## config.mk

```make
export PLATFORM = sky130hd
export DESIGN_NAME = mem_ctrl
export DESIGN_NICKNAME = d
export VERILOG_FILES = /design/src/rtl/mem_ctrl.sv
export SDC_FILE = /design/constraint.sdc
export NUM_CORES = 1
export LEC_CHECK = 0
export CAP_MARGIN = 10
export CORE_AREA = 4 4 139 141
export DETAILED_ROUTE_END_ITERATION = 6
export DIE_AREA = 0 0 143 145
export GPL_TIMING_DRIVEN = 0
export HOLD_SLACK_MARGIN = 0.03
export PLACE_DENSITY = 0.59
export RECOVER_POWER = 25
export SLEW_MARGIN = 20
export SYNTH_ARGS = -nofsm -noshare
export SYNTH_HDL_FRONTEND = slang
export SYNTH_SLANG_ARGS = --single-unit
export TNS_END_PERCENT = 50
```

## constraint.sdc

```tcl
create_clock -name clk -period 2.9 [get_ports clk]
set_input_delay 0.435 -clock clk [delete_from_list [all_inputs] [get_ports clk]]
set_output_delay 0.435 -clock clk [all_outputs]
set_load 0.01 [all_outputs]
```

## src/rtl/mem_ctrl.sv

```systemverilog
`default_nettype none
// ============================================================================
//  Module   : mem_ctrl
//  Purpose  : Memory controller between the L1 caches and main_mem.
//             Arbitrates icache (read-only) and dcache (read/write) block
//             requests onto the single registered main_mem request port and
//             routes each main_mem response back to the issuing cache.
//             Outstanding requests are counted per client; the dcache request
//             type is kept in an in-order FIFO so each dcache response carries
//             a write/read flag.
//  Macro    : MEM_CTRL_RR_ARB_EN - round-robin tie-break between the clients.
//             Undefined: fixed priority, dcache wins ties.
//  Ports    : clk, rst_aL (sync, active-low)
//             ic_req_*  / ic_resp_*  : icache request / response
//             dc_req_*  / dc_resp_*  : dcache request / response
//             mm_req_*  (registered) : request to main_mem
//             mm_resp_*              : response from main_mem
//             err_unexpected_resp    : sticky, response with nothing in flight
//  Revision : 1.0 - initial release
// ============================================================================

package mem_ctrl_pkg;
  localparam int BLOCK_ADDR_W = 8;
  localparam int BLOCK_DATA_W = 64;

  typedef logic [BLOCK_ADDR_W-1:0] main_mem_block_addr_t;
  typedef logic [BLOCK_DATA_W-1:0] block_data_t;

  typedef enum logic {READ = 1'b0, WRITE = 1'b1} req_type_t;
  typedef enum logic {ICACHE = 1'b0, DCACHE = 1'b1} cache_type_t;
endpackage

module mem_ctrl
  import mem_ctrl_pkg::*;
#(
  parameter int MAX_OUTSTANDING = 4
) (
  input  logic                 clk,
  input  logic                 rst_aL,

  input  logic                 ic_req_valid,
  output logic                 ic_req_ready,
  input  main_mem_block_addr_t ic_req_block_addr,
  output logic                 ic_resp_valid,
  output block_data_t          ic_resp_block_data,

  input  logic                 dc_req_valid,
  output logic                 dc_req_ready,
  input  req_type_t            dc_req_type,
  input  main_mem_block_addr_t dc_req_block_addr,
  input  block_data_t          dc_req_block_data,
  output logic                 dc_resp_valid,
  output logic                 dc_resp_is_write,
  output block_data_t          dc_resp_block_data,

  output logic                 mm_req_valid,
  output cache_type_t          mm_req_cache_type,
  output req_type_t            mm_req_type,
  output main_mem_block_addr_t mm_req_block_addr,
  output block_data_t          mm_req_block_data,
  input  logic                 mm_resp_valid,
  input  cache_type_t          mm_resp_cache_type,
  input  block_data_t          mm_resp_block_data,

  output logic                 err_unexpected_resp
);

  localparam int CNT_W = $clog2(MAX_OUTSTANDING + 1);
  localparam int PTR_W = (MAX_OUTSTANDING > 1) ? $clog2(MAX_OUTSTANDING) : 1;
  localparam logic [CNT_W-1:0] CNT_MAX  = CNT_W'(MAX_OUTSTANDING);
  localparam logic [PTR_W-1:0] PTR_LAST = PTR_W'(MAX_OUTSTANDING - 1);

  logic [CNT_W-1:0]           ic_cnt;
  logic [CNT_W-1:0]           dc_cnt;
  logic [PTR_W-1:0]           wr_ptr;
  logic [PTR_W-1:0]           rd_ptr;
  logic [MAX_OUTSTANDING-1:0] type_fifo;   // 1 = WRITE
  cache_type_t                last_grant;

  logic ic_elig, dc_elig, dc_wins_tie;
  logic grant_ic, grant_dc;
  logic resp_ic, resp_dc;
  logic ic_pop, dc_pop;
  logic unexpected;

  function automatic logic [PTR_W-1:0] ptr_inc(input logic [PTR_W-1:0] p);
    return (p == PTR_LAST) ? '0 : p + PTR_W'(1);
  endfunction

  // --------------------------------------------------------------------------
  // Arbitration. Eligibility uses the registered counters only, so a response
  // retiring this cycle cannot free a slot for a same-cycle accept.
  // --------------------------------------------------------------------------
  always_comb begin
    ic_elig = rst_aL && ic_req_valid && (ic_cnt < CNT_MAX);
    dc_elig = rst_aL && dc_req_valid && (dc_cnt < CNT_MAX);
`ifdef MEM_CTRL_RR_ARB_EN
    dc_wins_tie = (last_grant == ICACHE);
`else
    dc_wins_tie = 1'b1;
`endif
    grant_dc = dc_elig && (!ic_elig || dc_wins_tie);
    grant_ic = ic_elig && !grant_dc;
  end

  assign ic_req_ready = grant_ic;
  assign dc_req_ready = grant_dc;

  // --------------------------------------------------------------------------
  // Response routing. A response for a client with nothing outstanding is
  // still forwarded but does not touch the counter or the FIFO.
  // --------------------------------------------------------------------------
  always_comb begin
    resp_ic    = mm_resp_valid && (mm_resp_cache_type == ICACHE);
    resp_dc    = mm_resp_valid && (mm_resp_cache_type == DCACHE);
    ic_pop     = resp_ic && (ic_cnt != '0);
    dc_pop     = resp_dc && (dc_cnt != '0);
    unexpected = (resp_ic && (ic_cnt == '0)) || (resp_dc && (dc_cnt == '0));
  end

  assign ic_resp_valid      = resp_ic;
  assign ic_resp_block_data = resp_ic ? mm_resp_block_data : '0;
  assign dc_resp_valid      = resp_dc;
  assign dc_resp_block_data = resp_dc ? mm_resp_block_data : '0;
  assign dc_resp_is_write   = dc_pop ? type_fifo[rd_ptr] : 1'b0;

  // --------------------------------------------------------------------------
  // Control state
  // --------------------------------------------------------------------------
  always_ff @(posedge clk) begin
    if (!rst_aL) begin
      ic_cnt              <= '0;
      dc_cnt              <= '0;
      wr_ptr              <= '0;
      rd_ptr              <= '0;
      last_grant          <= ICACHE;
      err_unexpected_resp <= 1'b0;
    end else begin
      // Accept and retire in the same cycle cancel out.
      ic_cnt     <= ic_cnt + CNT_W'(grant_ic) - CNT_W'(ic_pop);
      dc_cnt     <= dc_cnt + CNT_W'(grant_dc) - CNT_W'(dc_pop);
      wr_ptr     <= grant_dc ? ptr_inc(wr_ptr) : wr_ptr;
      rd_ptr     <= dc_pop   ? ptr_inc(rd_ptr) : rd_ptr;
      last_grant <= grant_dc ? DCACHE : (grant_ic ? ICACHE : last_grant);
      if (unexpected) begin
        err_unexpected_resp <= 1'b1;
      end
    end
  end

  // FIFO storage needs no reset: entries are only read behind a valid push.
  always_ff @(posedge clk) begin
    if (grant_dc) begin
      type_fifo[wr_ptr] <= (dc_req_type == WRITE);
    end
  end

  // --------------------------------------------------------------------------
  // Registered main_mem request; zeroed whenever nothing is accepted.
  // --------------------------------------------------------------------------
  always_ff @(posedge clk) begin
    if (!rst_aL || !(grant_ic || grant_dc)) begin
      mm_req_valid      <= 1'b0;
      mm_req_cache_type <= ICACHE;
      mm_req_type       <= READ;
      mm_req_block_addr <= '0;
      mm_req_block_data <= '0;
    end else if (grant_ic) begin
      mm_req_valid      <= 1'b1;
      mm_req_cache_type <= ICACHE;
      mm_req_type       <= READ;
      mm_req_block_addr <= ic_req_block_addr;
      mm_req_block_data <= '0;
    end else begin
      mm_req_valid      <= 1'b1;
      mm_req_cache_type <= DCACHE;
      mm_req_type       <= dc_req_type;
      mm_req_block_addr <= dc_req_block_addr;
      mm_req_block_data <= dc_req_block_data;
    end
  end

endmodule
`default_nettype wire

```

## Word-level counts from Yosys, hierarchy flattened

Index checks and enable logic that the tools add are counted.

| word-level totals | value |
|---|---|
| register bits after elaboration | 90 |
| input port bits | 151 |
| output and inout port bits | 209 |
| word-level logic and storage cells | 61 |

| cells by class | value |
|---|---|
| add/sub/neg operators | 6 |
| magnitude comparators | 5 |
| equality and inequality tests | 2 |
| muxes and demuxes | 13 |
| bitwise logic cells | 1 |
| reduce and logical (&&, ||, !) cells | 23 |

Operators with widths:

| kind | number |
|---|---|
| 2-to-1 mux 64 bit | 2 |
| logical AND 1 bit | 12 |
| 2-to-1 mux 8 bit | 1 |
| adder 3 x 1 -> 3 bit | 2 |
| zero test 3 bit | 2 |
| less-than comparator 2 x 3 -> 1 bit, second input constant | 2 |
| less-than comparator 3 bit, second input constant | 2 |
| nonzero test 3 bit | 2 |
| subtractor 3 x 1 -> 3 bit | 2 |
| 2-to-1 mux 1 bit | 5 |
| adder 2 x 1 -> 2 bit, second input constant | 2 |
| bitwise mux 4 bit | 1 |
| == test 2 bit, second input constant | 2 |
| 2-to-1 mux 2 bit | 2 |
| zero test 1 bit | 3 |
| logical OR 1 bit | 3 |
| binary-select mux 1 bit (select 2 bit) | 1 |
| demux 1 bit (select 2 bit) | 1 |
| greater-or-equal comparator 2 x 1 -> 1 bit, second input constant | 1 |
| OR reduction 2 bit | 1 |
| NOT 1 bit | 1 |

## Depth between registers and ports, before layout

Gate-level depths: netlist of the first run.

| logic depth | value |
|---|---|
| depth after elaboration | 8 |
| gate-level depth with buffers | 10 |
| gate-level depth less buffers | 9 |

## Worst setup path after synthesis of the first run

Ideal clock, no wire load.

| timing | value |
|---|---|
| path type | input to register |
| from | input port mm_resp_valid |
| to | register ic_cnt[2] |
| setup time | 0.115 ns |
| data arrival time | 1.989 ns |
| data required time | 2.785 ns |
| path slack | 0.796 ns |
| cell stages on the path | 10 |
| path buffers | 1 |
| cells stage by stage | nor2b_1 buf_2 o31a_1 ha_1 inv_1 ha_1 inv_1 fa_1 xnor2_1 and2_1 |

| on the way | value |
|---|---|
| cells in the longest elaborated chain, start to end | 3 |

Ends and longest elaborated chain:

| element | line | RTL |
|---|---|---|
| start: declaration | 61 | `input logic mm_resp_valid,` |
| logical AND 1 bit | 114 | `resp_ic = mm_resp_valid && (mm_resp_cache_type == ICACHE);` |
| via ic_resp_valid | 44 | `output logic ic_resp_valid,` |
| logical AND 1 bit | 116 | `ic_pop = resp_ic && (ic_cnt != '0);` |
| subtractor 3 x 1 -> 3 bit | 140 | `ic_cnt <= ic_cnt + CNT_W'(grant_ic) - CNT_W'(ic_pop);` |
| end signal: assignment | 140 |  |
| end: declaration | 73 | `logic [CNT_W-1:0] ic_cnt;` |

The timed path passes the listed nets, and every way through them passes these cells.
A chain may end at the register's enable or synchronous reset.

## Final worst setup path of the first run

| timing | value |
|---|---|
| from | input port mm_resp_cache_type |
| to | output port dc_resp_block_data[25] |

| on the way | value |
|---|---|
| cells in the longest elaborated chain, start to end | 2 |

Ends and longest elaborated chain:

| element | line | RTL |
|---|---|---|
| start: declaration | 62 | `input cache_type_t mm_resp_cache_type,` |
| logical AND 1 bit | 115 | `resp_dc = mm_resp_valid && (mm_resp_cache_type == DCACHE);` |
| 2-to-1 mux 64 bit | 124 | `assign dc_resp_block_data = resp_dc ? mm_resp_block_data : '0;` |
| end: declaration | 54 | `output block_data_t dc_resp_block_data,` |

No other way between the ends.

==> metrics.cfg, run 1 <==
[pwr]
power.switching_fraction_pct = 28.2
intPower_uw = 2600
switching_power_uw = 1020
p_leak_uw = 0.00343
clkPwrFrac_pct = 32.4
peakVddDrop_v = 0.000301
power.total_uw = 3620
power_density_nw_per_um2 = 456
seqPwrFrac_pct = 39.7
p_comb_share_pct = 27.9

[floorplan]
die_x_um = 143
initial_utilization_pct = 20.8
fp-row-count = 49
die_y_um = 145
dieArea_um2 = 20700
pin_count = 360
core_um2 = 18000

[synth]
synth_compound_area_share_pct = 3.58
ys_seq_elements = 90
syn_inst = 385
syn-cell-area_um2 = 3740
avgSynthCellArea_um2 = 9.73
muxShareOfSynthArea_pct = 0.601
yosys_warnings = 0
syn-num-nets = 547
synth_top_area_share_pct = 46.0
seq_area_frac_synth_pct = 49.2
synthTopCellsByArea = dfxtp_1, and2_1, and3_1
synthSimpleGateAreaFrac_pct = 36.7
synthDistinctLibCells = 30
synth_top_family_by_area = simple AND/OR/NAND/NOR gates
yosysTopAreaCell = dfxtp_1
synthAdderAreaFrac_pct = 4.08
synth-xor-area-share_pct = 0.936

[finish]
postLayoutCellArea_um2 = 7940
drive_above_1_share_pct = 4.74
instances_no_fill = 989
synthToLayoutAreaGrowth_pct = 112
diodes = 0
final_nets = 917

[routing]
drtPass1Iterations = 4
vias = 4022
drt-total-wl_um = 16000
routedWlPerCell_um = 16.2
drc = 0
detail_route.iter0.violations = 85
ant_nets = 0
viasPerCell = 4.07

[worst_setup_path]
r2r_slack_ps = 710
worstPathMaxFanout = 10
path_cells = clkdlybuf4s50_1, clkbuf_4, clkbuf_1, and3_1, clkdlybuf4s50_1
cp-endpoint = dc_resp_block_data[25]
cp.required_ps = 2470
cpMostUsedCell = clkdlybuf4s50_1
crit-reg2reg-launch = dc_cnt[2]
worstSetupPathType = primary input to output pin
rr_endpoint = dc_cnt[2]
rr_worst_depth = 9
crit_path_top_delay_cell = clkdlybuf4s50_1
critPathArrivalTime_ps = 2390
slowest_delay_ps = 630
cp-end-kind = output pin
worst_setup_path_startpoint = mm_resp_cache_type
worstSetupStartpointType = primary input

[sta]
slew_headroom_pct = 68.5
finalSetupViolCount = 0
fmax_mhz = 354
finalClockSkew_ps = 9.45
finalCritPeriodShare_pct = 97.4
drv_slew = 0
setup_tns_ps = 0
timing.hold.ws_ps = 478
tightest_slew_ps = 472
hold_viol = 0
rsz0062_at_grt = yes
period_minus_slack_ps = 2830

[hold_path]
hold_path_class = register to register

[grt]
grt_max_degree = 20
gr-total-overflow = 0
antenna_found_initial = 0
track_usage_pct = 14.8
grt_pass1_vias = 4228
grt_first_pass_wirelength_um = 24300

[cts]
cts_made_buffers = 9
clkLatencyLatePin_ps = 340
cts_tree = built
path_clk_slew_ps = 70
htree_levels = 3
clock_tree.buffer_depth = 2
clockRootBuffer = clkbuf_16
cts_setup_buffers = 0
cts_num_sinks = 90
cts-hold-fix-buffers = 0

[place]
gp_congestion = 0.848
place_area_um2 = 7620
port_buffers = 359
dp_hpwl_um = 13800
dp_cells = 973

[job]
drv_cap = 0

[outcome]
status = complete, no violations

placed cells by master, fill, tap and decap left out, types with 3 or more instances in the layout:
master and count:
clkdlybuf4s50_1 309, and2_1 136, dfxtp_1 86, and3_1 64, dlygate4sd3_1 49, clkbuf_1 16
inv_1 11, ha_1 9, clkbuf_16 9, a22o_1 8, nand2_1 7, clkbuf_2 6
buf_2 5, xnor2_1 4, edfxtp_1 4, clkbuf_4 3, nor2b_1 3, nand3_1 3
power by group through the flow:
stage | Clock [uW] | Combinational, uW | Sequential (uW)
after floorplan | 0 | 370 | 1500
after global placement | 0 | 1030 | 1460
after detailed placement | 0 | 1040 | 1470
after CTS | 1210 | 1050 | 1440
after global routing | 1260 | 1110 | 1460
final | 1170 | 1010 | 1440
flip-flops by register name, summed over array words and instances, names as in the netlist:
| register | count |
|---|---|
| mm_req_type | 1 |
| mm_req_valid | 1 |
| rd_ptr | 2 |
| wr_ptr | 2 |
| dc_cnt | 3 |
| type_fifo | 4 |
| mm_req_block_data | 64 |
| mm_req_cache_type | 1 |
| err_unexpected_resp | 1 |
| ic_cnt | 3 |
| mm_req_block_addr | 8 |
kinds of logic (layout without fill, tap and decap cells):
| group | count (synthesis) | after routing |
|---|---|---|
| compound gates | 16 | 16 |
| simple gates | 221 | 221 |
| fa+ha+maj | 11 | 11 |
| buf+inv | 42 | 417 |
| mux | 1 | 1 |
| xor+xnor | 4 | 4 |
| flops | 90 | 90 |
what timing repair did:
action	4_1_cts	5_1_grt
endpoints found under the setup margin	11	64
resized for setup	2	13
endpoints found under the hold margin	0	0
worst min-delay path by stage:
stage	from	endpoint	slack, ps	cells past startpoint
6_report	err_unexpected_resp	err_unexpected_resp	480	2
5_1_grt	wr_ptr[1]	wr_ptr[1]	540	2
4_1_cts	err_unexpected_resp	err_unexpected_resp	490	2
3_5_place_dp	err_unexpected_resp	err_unexpected_resp	470	2
3_3_place_gp	err_unexpected_resp	err_unexpected_resp	460	2
2_1_floorplan	wr_ptr[1]	wr_ptr[1]	470	2
cell usage after synthesis:
library cell  number
buf_2              8
clkbuf_1          19
clkbuf_2           1
edfxtp_1           4
and3_1            64
a22o_1             8
nand2_1            7
nor3_1             1
nor4_1             1
o311ai_2           1
o31a_1             1
nand3_1            3
o31ai_1            1
mux4_2             1
a21oi_2            1
xnor2_1            4
o21ai_0            2
inv_1             11
buf_6              2
inv_2              1
a21boi_1           1
ha_1               9
or3_1              1
fa_1               2
a21oi_1            1
nor2b_1            4
and2_1           138
nand3b_1           1
nand3b_4           1
dfxtp_1           86
through the flow:
stage	setup slack [ps]	util, %
2_1_floorplan	796	-
3_3_place_gp	-77.6	42.4
3_5_place_dp	-77.7	42.4
4_1_cts	11.7	44.2
5_1_grt	-39.7	44.2
6_report	74.8	44.2
per-layer routing:
metal | global-route usage (%) | share of wire, % | vias up
met3 | 5.73 | 11 | 26
met4 | 5.18 | 2.6 | 0
met2 | 27.4 | 52 | 223
li1 | - | - | 1984
met1 | 14.9 | 34 | 1789
met5 | 0 | 0 | -
critical path: cells and delay by family:
kind / cells / cell delay, ps
buffers and inverters: 4 / 1750
AND/OR/NAND/NOR: 1 / 200
area by class of cell:
cell class / count / area (um^2)
multi-input cells: 253 / 1730
clock buffers: 9 / 225
repair buffers: 359 / 3600
fillers: 1748 / 10000
plain buffers: 30 / 138
flip-flops and latches: 90 / 1840
clock inverters: 7 / 81.3
well taps: 229 / 287
inverters: 12 / 45.0
No activity file was read; power rests on OpenSTA's default activity.
==> run 2, diff against run 1 <==
--- a/config.mk
+++ b/config.mk
@@ -6,12 +6,12 @@
 export NUM_CORES = 1
 export LEC_CHECK = 0
 export CAP_MARGIN = 10
-export CORE_AREA = 4 4 139 141
+export CORE_AREA = 2 2 141 143
 export DETAILED_ROUTE_END_ITERATION = 6
 export DIE_AREA = 0 0 143 145
 export GPL_TIMING_DRIVEN = 0
 export HOLD_SLACK_MARGIN = 0.03
-export PLACE_DENSITY = 0.59
+export PLACE_DENSITY = 0.56
 export RECOVER_POWER = 25
 export SLEW_MARGIN = 20
 export SYNTH_ARGS = -nofsm -noshare
==> constraint.sdc (replaced) <==
create_clock -name clk -period 2.6 [get_ports clk]
set_input_delay 0.39 -clock clk [delete_from_list [all_inputs] [get_ports clk]]
set_output_delay 0.39 -clock clk [all_outputs]
set_load 0.01 [all_outputs]
==> metrics.cfg, run 2 (same netlist as run 1, synthesis figures left out) <==
[worst_setup_path]
worstSetupPathType = primary input to output pin  ; unchanged
worstPathMaxFanout = 17  ; was 10
crit_path_top_delay_cell = dlygate4sd3_1  ; was clkdlybuf4s50_1
slowest_delay_ps = 660  ; was 630 ps
cp-end-kind = output pin  ; unchanged
rr_worst_depth = 9  ; unchanged
path_cells = dlygate4sd3_1, nand3b_4, inv_2, clkdlybuf4s50_1  ; was clkdlybuf4s50_1, clkbuf_4, clkbuf_1, and3_1, clkdlybuf4s50_1
critPathArrivalTime_ps = 2060  ; was 2390 ps
worstSetupStartpointType = primary input  ; unchanged
cp.required_ps = 2210  ; was 2470 ps

[routing]
routedWlPerCell_um = 15.4  ; was 16.2 um
drt-total-wl_um = 15900  ; was 16000 um
ant_nets = 0  ; unchanged
drtPass1Iterations = 4  ; unchanged
viasPerCell = 3.90  ; was 4.07
drc = 0  ; unchanged
detail_route.iter0.violations = 95  ; was 85
vias = 4012  ; was 4022

[pwr]
peakVddDrop_v = 0.000487  ; was 0.000301 V
power_density_nw_per_um2 = 503  ; was 456 nW/um^2
power.total_uw = 4020  ; was 3620 uW
p_leak_uw = 0.00342  ; was 0.00343 uW

[grt]
grt_pass1_vias = 4125  ; was 4228
gr-total-overflow = 0  ; unchanged
track_usage_pct = 14.9  ; was 14.8%
antenna_found_initial = 5  ; was 0
grt_max_degree = 16  ; was 20
grt_first_pass_wirelength_um = 23600  ; was 24300 um

[hold_path]
hold_depth = 2  ; unchanged
hold_path_class = register to register  ; unchanged

[cts]
clockRootBuffer = clkbuf_16  ; unchanged
clock_tree.buffer_depth = 2  ; unchanged
clkLatencyLatePin_ps = 340  ; about the same
htree_levels = 3  ; unchanged
cts-hold-fix-buffers = 0  ; unchanged
cts_setup_buffers = 0  ; unchanged
path_clk_slew_ps = 60  ; was 70 ps
cts_num_sinks = 90  ; unchanged
cts_made_buffers = 9  ; unchanged
cts_tree = built  ; unchanged

[finish]
top_register = mm_req_block_data  ; unchanged
fin_util_pct = 41.6  ; was 44.2%
final_nets = 916  ; was 917
drive_above_1_share_pct = 4.35  ; was 4.74%
layout_commonest_cell = clkdlybuf4s50_1  ; unchanged
mostFrequentLayoutCells = clkdlybuf4s50_1, and2_1, dfxtp_1  ; unchanged
synthToLayoutAreaGrowth_pct = 113  ; was 112%
largest_reg_flops = 64  ; unchanged
postLayoutCellArea_um2 = 7980  ; was 7940 um^2
instances_no_fill = 1028  ; was 989
top_regs = mm_req_block_data (64), mm_req_block_addr (8), type_fifo (4)  ; unchanged
fillCellCount = 1865  ; was 1748

[floorplan]
pin_count = 360  ; unchanged
die_x_um = 143  ; unchanged
dieArea_um2 = 20700  ; unchanged
die_y_um = 145  ; unchanged
core_um2 = 19200  ; was 18000 um^2
fp-row-count = 51  ; was 49
initial_utilization_pct = 19.5  ; was 20.8%

[sta]
drv_slew = 0  ; unchanged
finalCritPeriodShare_pct = 94.1
finalClockSkew_ps = 6.08  ; was 9.45 ps
tightest_slew_ps = 532  ; was 472 ps
slew_headroom_pct = 64.5  ; was 68.5%
fmax_mhz = 409
finalSetupViolCount = 0  ; unchanged
rsz0062_at_grt = no  ; was yes
period_minus_slack_ps = 2450
setup_tns_ps = 0  ; unchanged
hold_viol = 0  ; unchanged

[place]
dp_hpwl_um = 13800  ; about the same
place_area_um2 = 7670  ; was 7620 um^2
port_buffers = 359  ; unchanged
dp_cells = 1009  ; was 973
gp_congestion = 0.821  ; was 0.848

[outcome]
status = complete, no violations  ; unchanged

[job]
drv_cap = 0  ; unchanged

-- run 2: cell types whose count changed in the layout (fill, tap and decap cells not counted), moves of 2 or more --
cell	previous run	this run
clkbuf_4	3	1
clkinv_8	2	0
clkbuf_2	6	4
and2_0	2	5
clkbuf_1	16	18
diode_2	0	4
and2_1	136	133
dlygate4sd2_1	0	3
inv_8	2	0
clkdlybuf4s50_1	309	307
-- run 2: cell type report --
class | instances | area [um^2] | area share [%]
plain buffers | 29 | 136 | 1.71
clock inverters | 5 | 61.3 | 0.768
flip-flops and latches | 90 | 1840 | 23.1
diodes | 4 | 10.0 | 0.125
repair buffers | 359 | 3590 | 45.0
well taps | 265 | 332 | 4.15
inverters | 12 | 45.0 | 0.564
multi-input cells | 253 | 1730 | 21.7
clock buffers | 11 | 233 | 2.92
-- run 2: final timing paths --
| check | end | from | slack [ps] |
|---|---|---|---|
| min reg2reg | err_unexpected_resp | err_unexpected_resp | 460 |
| max reg2reg | dc_cnt[2] | dc_cnt[2] | 390 |
| max | dc_req_ready | dc_req_valid | 150 |
| min | err_unexpected_resp | err_unexpected_resp | 460 |
-- run 2: power by group --
group	leakage (uW)	internal [uW]	switching [uW]
Clock	0.000145	753	538
Sequential	0.000742	1530	74.5
Combinational	0.00253	684	437
Total	0.00342	2970	1050
-- run 2: metrics by stage --
step	hold slack, ps	setup slack (ps)
finish	463	153
global route	510	41.5
CTS	476	63.9
detailed placement	462	-358
global placement	461	-362
floorplan	467	541
-- run 2: critical path, delay by kind of cell --
family	cells	cell delay [ps]
buffers and inverters	3	1510
AND/OR/NAND/NOR	1	160
-- run 2: per-layer routing --
metal | vias up | wire length, um | share of wire (%) | GRT usage [%]
met4 | 2 | 180 | 1.1 | 5.74
met1 | 1791 | 5350 | 34 | 14.0
met5 | - | 13 | 0.082 | 0
li1 | 1994 | - | - | -
met3 | 13 | 1560 | 9.8 | 5.91
met2 | 212 | 8760 | 55 | 28.4
-- run 2: repair_timing --
item                                    in CTS  in global routing
endpoints found under the setup margin     115                  1
resized for setup                           12                  0
gates cloned                                 0                  0
==> run 3, diff against run 2 <==
==> constraint.sdc (replaced) <==
create_clock -name clk -period 2.8 [get_ports clk]
set_input_delay 0.42 -clock clk [delete_from_list [all_inputs] [get_ports clk]]
set_output_delay 0.42 -clock clk [all_outputs]
set_load 0.01 [all_outputs]
==> metrics.cfg, run 3 (same netlist as run 1, synthesis figures left out) <==
[floorplan]
core_um2 = 19200  ; unchanged
initial_utilization_pct = 19.5  ; unchanged
pin_count = 360  ; unchanged
die_y_um = 145  ; unchanged
die_x_um = 143  ; unchanged
fp-row-count = 51  ; unchanged
dieArea_um2 = 20700  ; unchanged

[grt]
grt_first_pass_wirelength_um = 23600  ; unchanged
antenna_found_initial = 4  ; was 5
track_usage_pct = 14.9  ; unchanged
grt_max_degree = 16  ; unchanged
gr-total-overflow = 0  ; unchanged
grt_pass1_vias = 4125  ; unchanged

[routing]
drtPass1Iterations = 4  ; unchanged
viasPerCell = 3.91  ; was 3.90
ant_nets = 0  ; unchanged
vias = 4020  ; was 4012
drc = 0  ; unchanged
detail_route.iter0.violations = 94  ; was 95
drt-total-wl_um = 15900  ; about the same
routedWlPerCell_um = 15.5  ; was 15.4 um

[outcome]
status = complete, no violations  ; unchanged

[sta]
hold_viol = 0  ; unchanged
fmax_mhz = 378
setup_ws_ps = 158  ; was 153 ps
period_minus_slack_ps = 2640
finalCritPeriodShare_pct = 94.4
rsz0062_at_grt = no  ; unchanged
finalClockSkew_ps = 6.29  ; was 6.08 ps
tightest_slew_ps = 498  ; was 532 ps
drv_slew = 0  ; unchanged
slew_headroom_pct = 66.8  ; was 64.5%
finalSetupViolCount = 0  ; unchanged

[finish]
top_regs = mm_req_block_data (64), mm_req_block_addr (8), type_fifo (4)  ; unchanged
multi_input_area_um2 = 1730  ; unchanged
final_nets = 917  ; was 916
largest_reg_flops = 64  ; unchanged
top_register = mm_req_block_data  ; unchanged
synthToLayoutAreaGrowth_pct = 113  ; about the same
seqCellArea_um2 = 1840  ; unchanged
mostFrequentLayoutCells = clkdlybuf4s50_1, and2_1, dfxtp_1  ; unchanged
layout_commonest_cell = clkdlybuf4s50_1  ; unchanged
instances_no_fill = 1029  ; was 1028
postLayoutCellArea_um2 = 7990  ; was 7980 um^2
drive_above_1_share_pct = 4.61  ; was 4.35%
fillCellCount = 1864  ; was 1865
fin_util_pct = 41.6  ; about the same

[worst_setup_path]
cp.required_ps = 2380  ; was 2210 ps
cp-endpoint = ic_req_ready  ; was dc_req_ready
cpMostUsedCell = clkdlybuf4s50_1
rr_worst_depth = 9  ; unchanged
worstSetupPathType = primary input to output pin  ; unchanged
r2r_slack_ps = 590  ; was 390 ps
crit-reg2reg-launch = dc_cnt[2]  ; unchanged
cp-end-kind = output pin  ; unchanged
worstPathMaxFanout = 10  ; was 17
worst_setup_path_startpoint = rst_aL  ; was dc_req_valid
path_cells = clkdlybuf4s50_1, nand3b_1, a21oi_4, clkdlybuf4s50_1  ; was dlygate4sd3_1, nand3b_4, inv_2, clkdlybuf4s50_1
rr_endpoint = dc_cnt[2]  ; unchanged
slowest_delay_ps = 650  ; was 660 ps
crit_path_top_delay_cell = clkdlybuf4s50_1  ; was dlygate4sd3_1
critPathArrivalTime_ps = 2220  ; was 2060 ps
worstSetupStartpointType = primary input  ; unchanged

[place]
place_area_um2 = 7670  ; unchanged
place_ws_ps = -188  ; was -358 ps
dp_cells = 1009  ; unchanged
dp_hpwl_um = 13800  ; unchanged
port_buffers = 359  ; unchanged
gp_congestion = 0.821  ; unchanged

[cts]
htree_levels = 3  ; unchanged
clock_tree.buffer_depth = 2  ; unchanged
path_clk_slew_ps = 60  ; about the same
cts_tree = built  ; unchanged
clockRootBuffer = clkbuf_16  ; unchanged
cts_made_buffers = 9  ; unchanged
cts-hold-fix-buffers = 0  ; unchanged
cts_setup_buffers = 0  ; unchanged
cts_num_sinks = 90  ; unchanged
clkLatencyLatePin_ps = 340  ; about the same

[job]
drv_cap = 0  ; unchanged

[pwr]
peakVddDrop_v = 0.000451  ; was 0.000487 V
power_density_nw_per_um2 = 468  ; was 503 nW/um^2
p_leak_uw = 0.00341  ; was 0.00342 uW

[hold_path]
hold_path_class = register to register  ; unchanged

## run 3: repair_timing
| item | CTS | global route |
|---|---|---|
| resized for setup | 8 | 7 |
| cloned | 0 | 0 |
| endpoints found under the setup margin | 69 | 97 |
## run 3: worst min-delay path by stage
stage	from	end	slack, ps	cells past startpoint
final	err_unexpected_resp	err_unexpected_resp	460	2
after global routing	err_unexpected_resp	err_unexpected_resp	510	2
after CTS	err_unexpected_resp	err_unexpected_resp	480	2
after detailed placement	err_unexpected_resp	err_unexpected_resp	460	2
after global placement	err_unexpected_resp	err_unexpected_resp	460	2
after floorplan	wr_ptr[1]	wr_ptr[1]	470	2
## run 3: per-layer routing
metal / vias up / part of all wire [%] / GRT usage (%)
li1: 1995 / - / -
met1: 1800 / 34 / 14.0
met2: 212 / 55 / 28.4
met3: 13 / 10 / 5.91
met4: 0 / 1.3 / 5.74
met5: - / 0 / 0
## run 3: metrics by stage
stage / total power [uW] / setup TNS [ps] / hold slack (ps)
6_report: 3740 / 0 / 465
5_1_grt: 3950 / 0 / 510
4_1_cts: 3820 / -18.6 / 476
3_5_place_dp: 2600 / -5510 / 462
3_3_place_gp: 2570 / -7070 / 461
2_1_floorplan: 1940 / 0 / 467
## run 3: area by class of cell
type                    instances  area share, %
diodes                          4          0.125
repair buffers                359           45.0
plain buffers                  30           1.71
flip-flops and latches         90           23.0
well taps                     265           4.15
multi-input cells             253           21.7
inverters                      12          0.564
clock buffers                  11           2.91
clock inverters                 5          0.767
## run 3: where the power goes
group / switching [uW] / total [uW] / leakage (uW) / internal (uW)
sequential: 69.9 / 1490 / 0.000742 / 1420
clock: 499 / 1200 / 0.000145 / 699
combinational: 407 / 1050 / 0.00252 / 641
## run 3: critical path, delay by kind of cell
family                 cells  cell delay, ps
buffers and inverters      2            1260
AOI/OAI and AO/OA          1             340
and+or+nand+nor            1             200
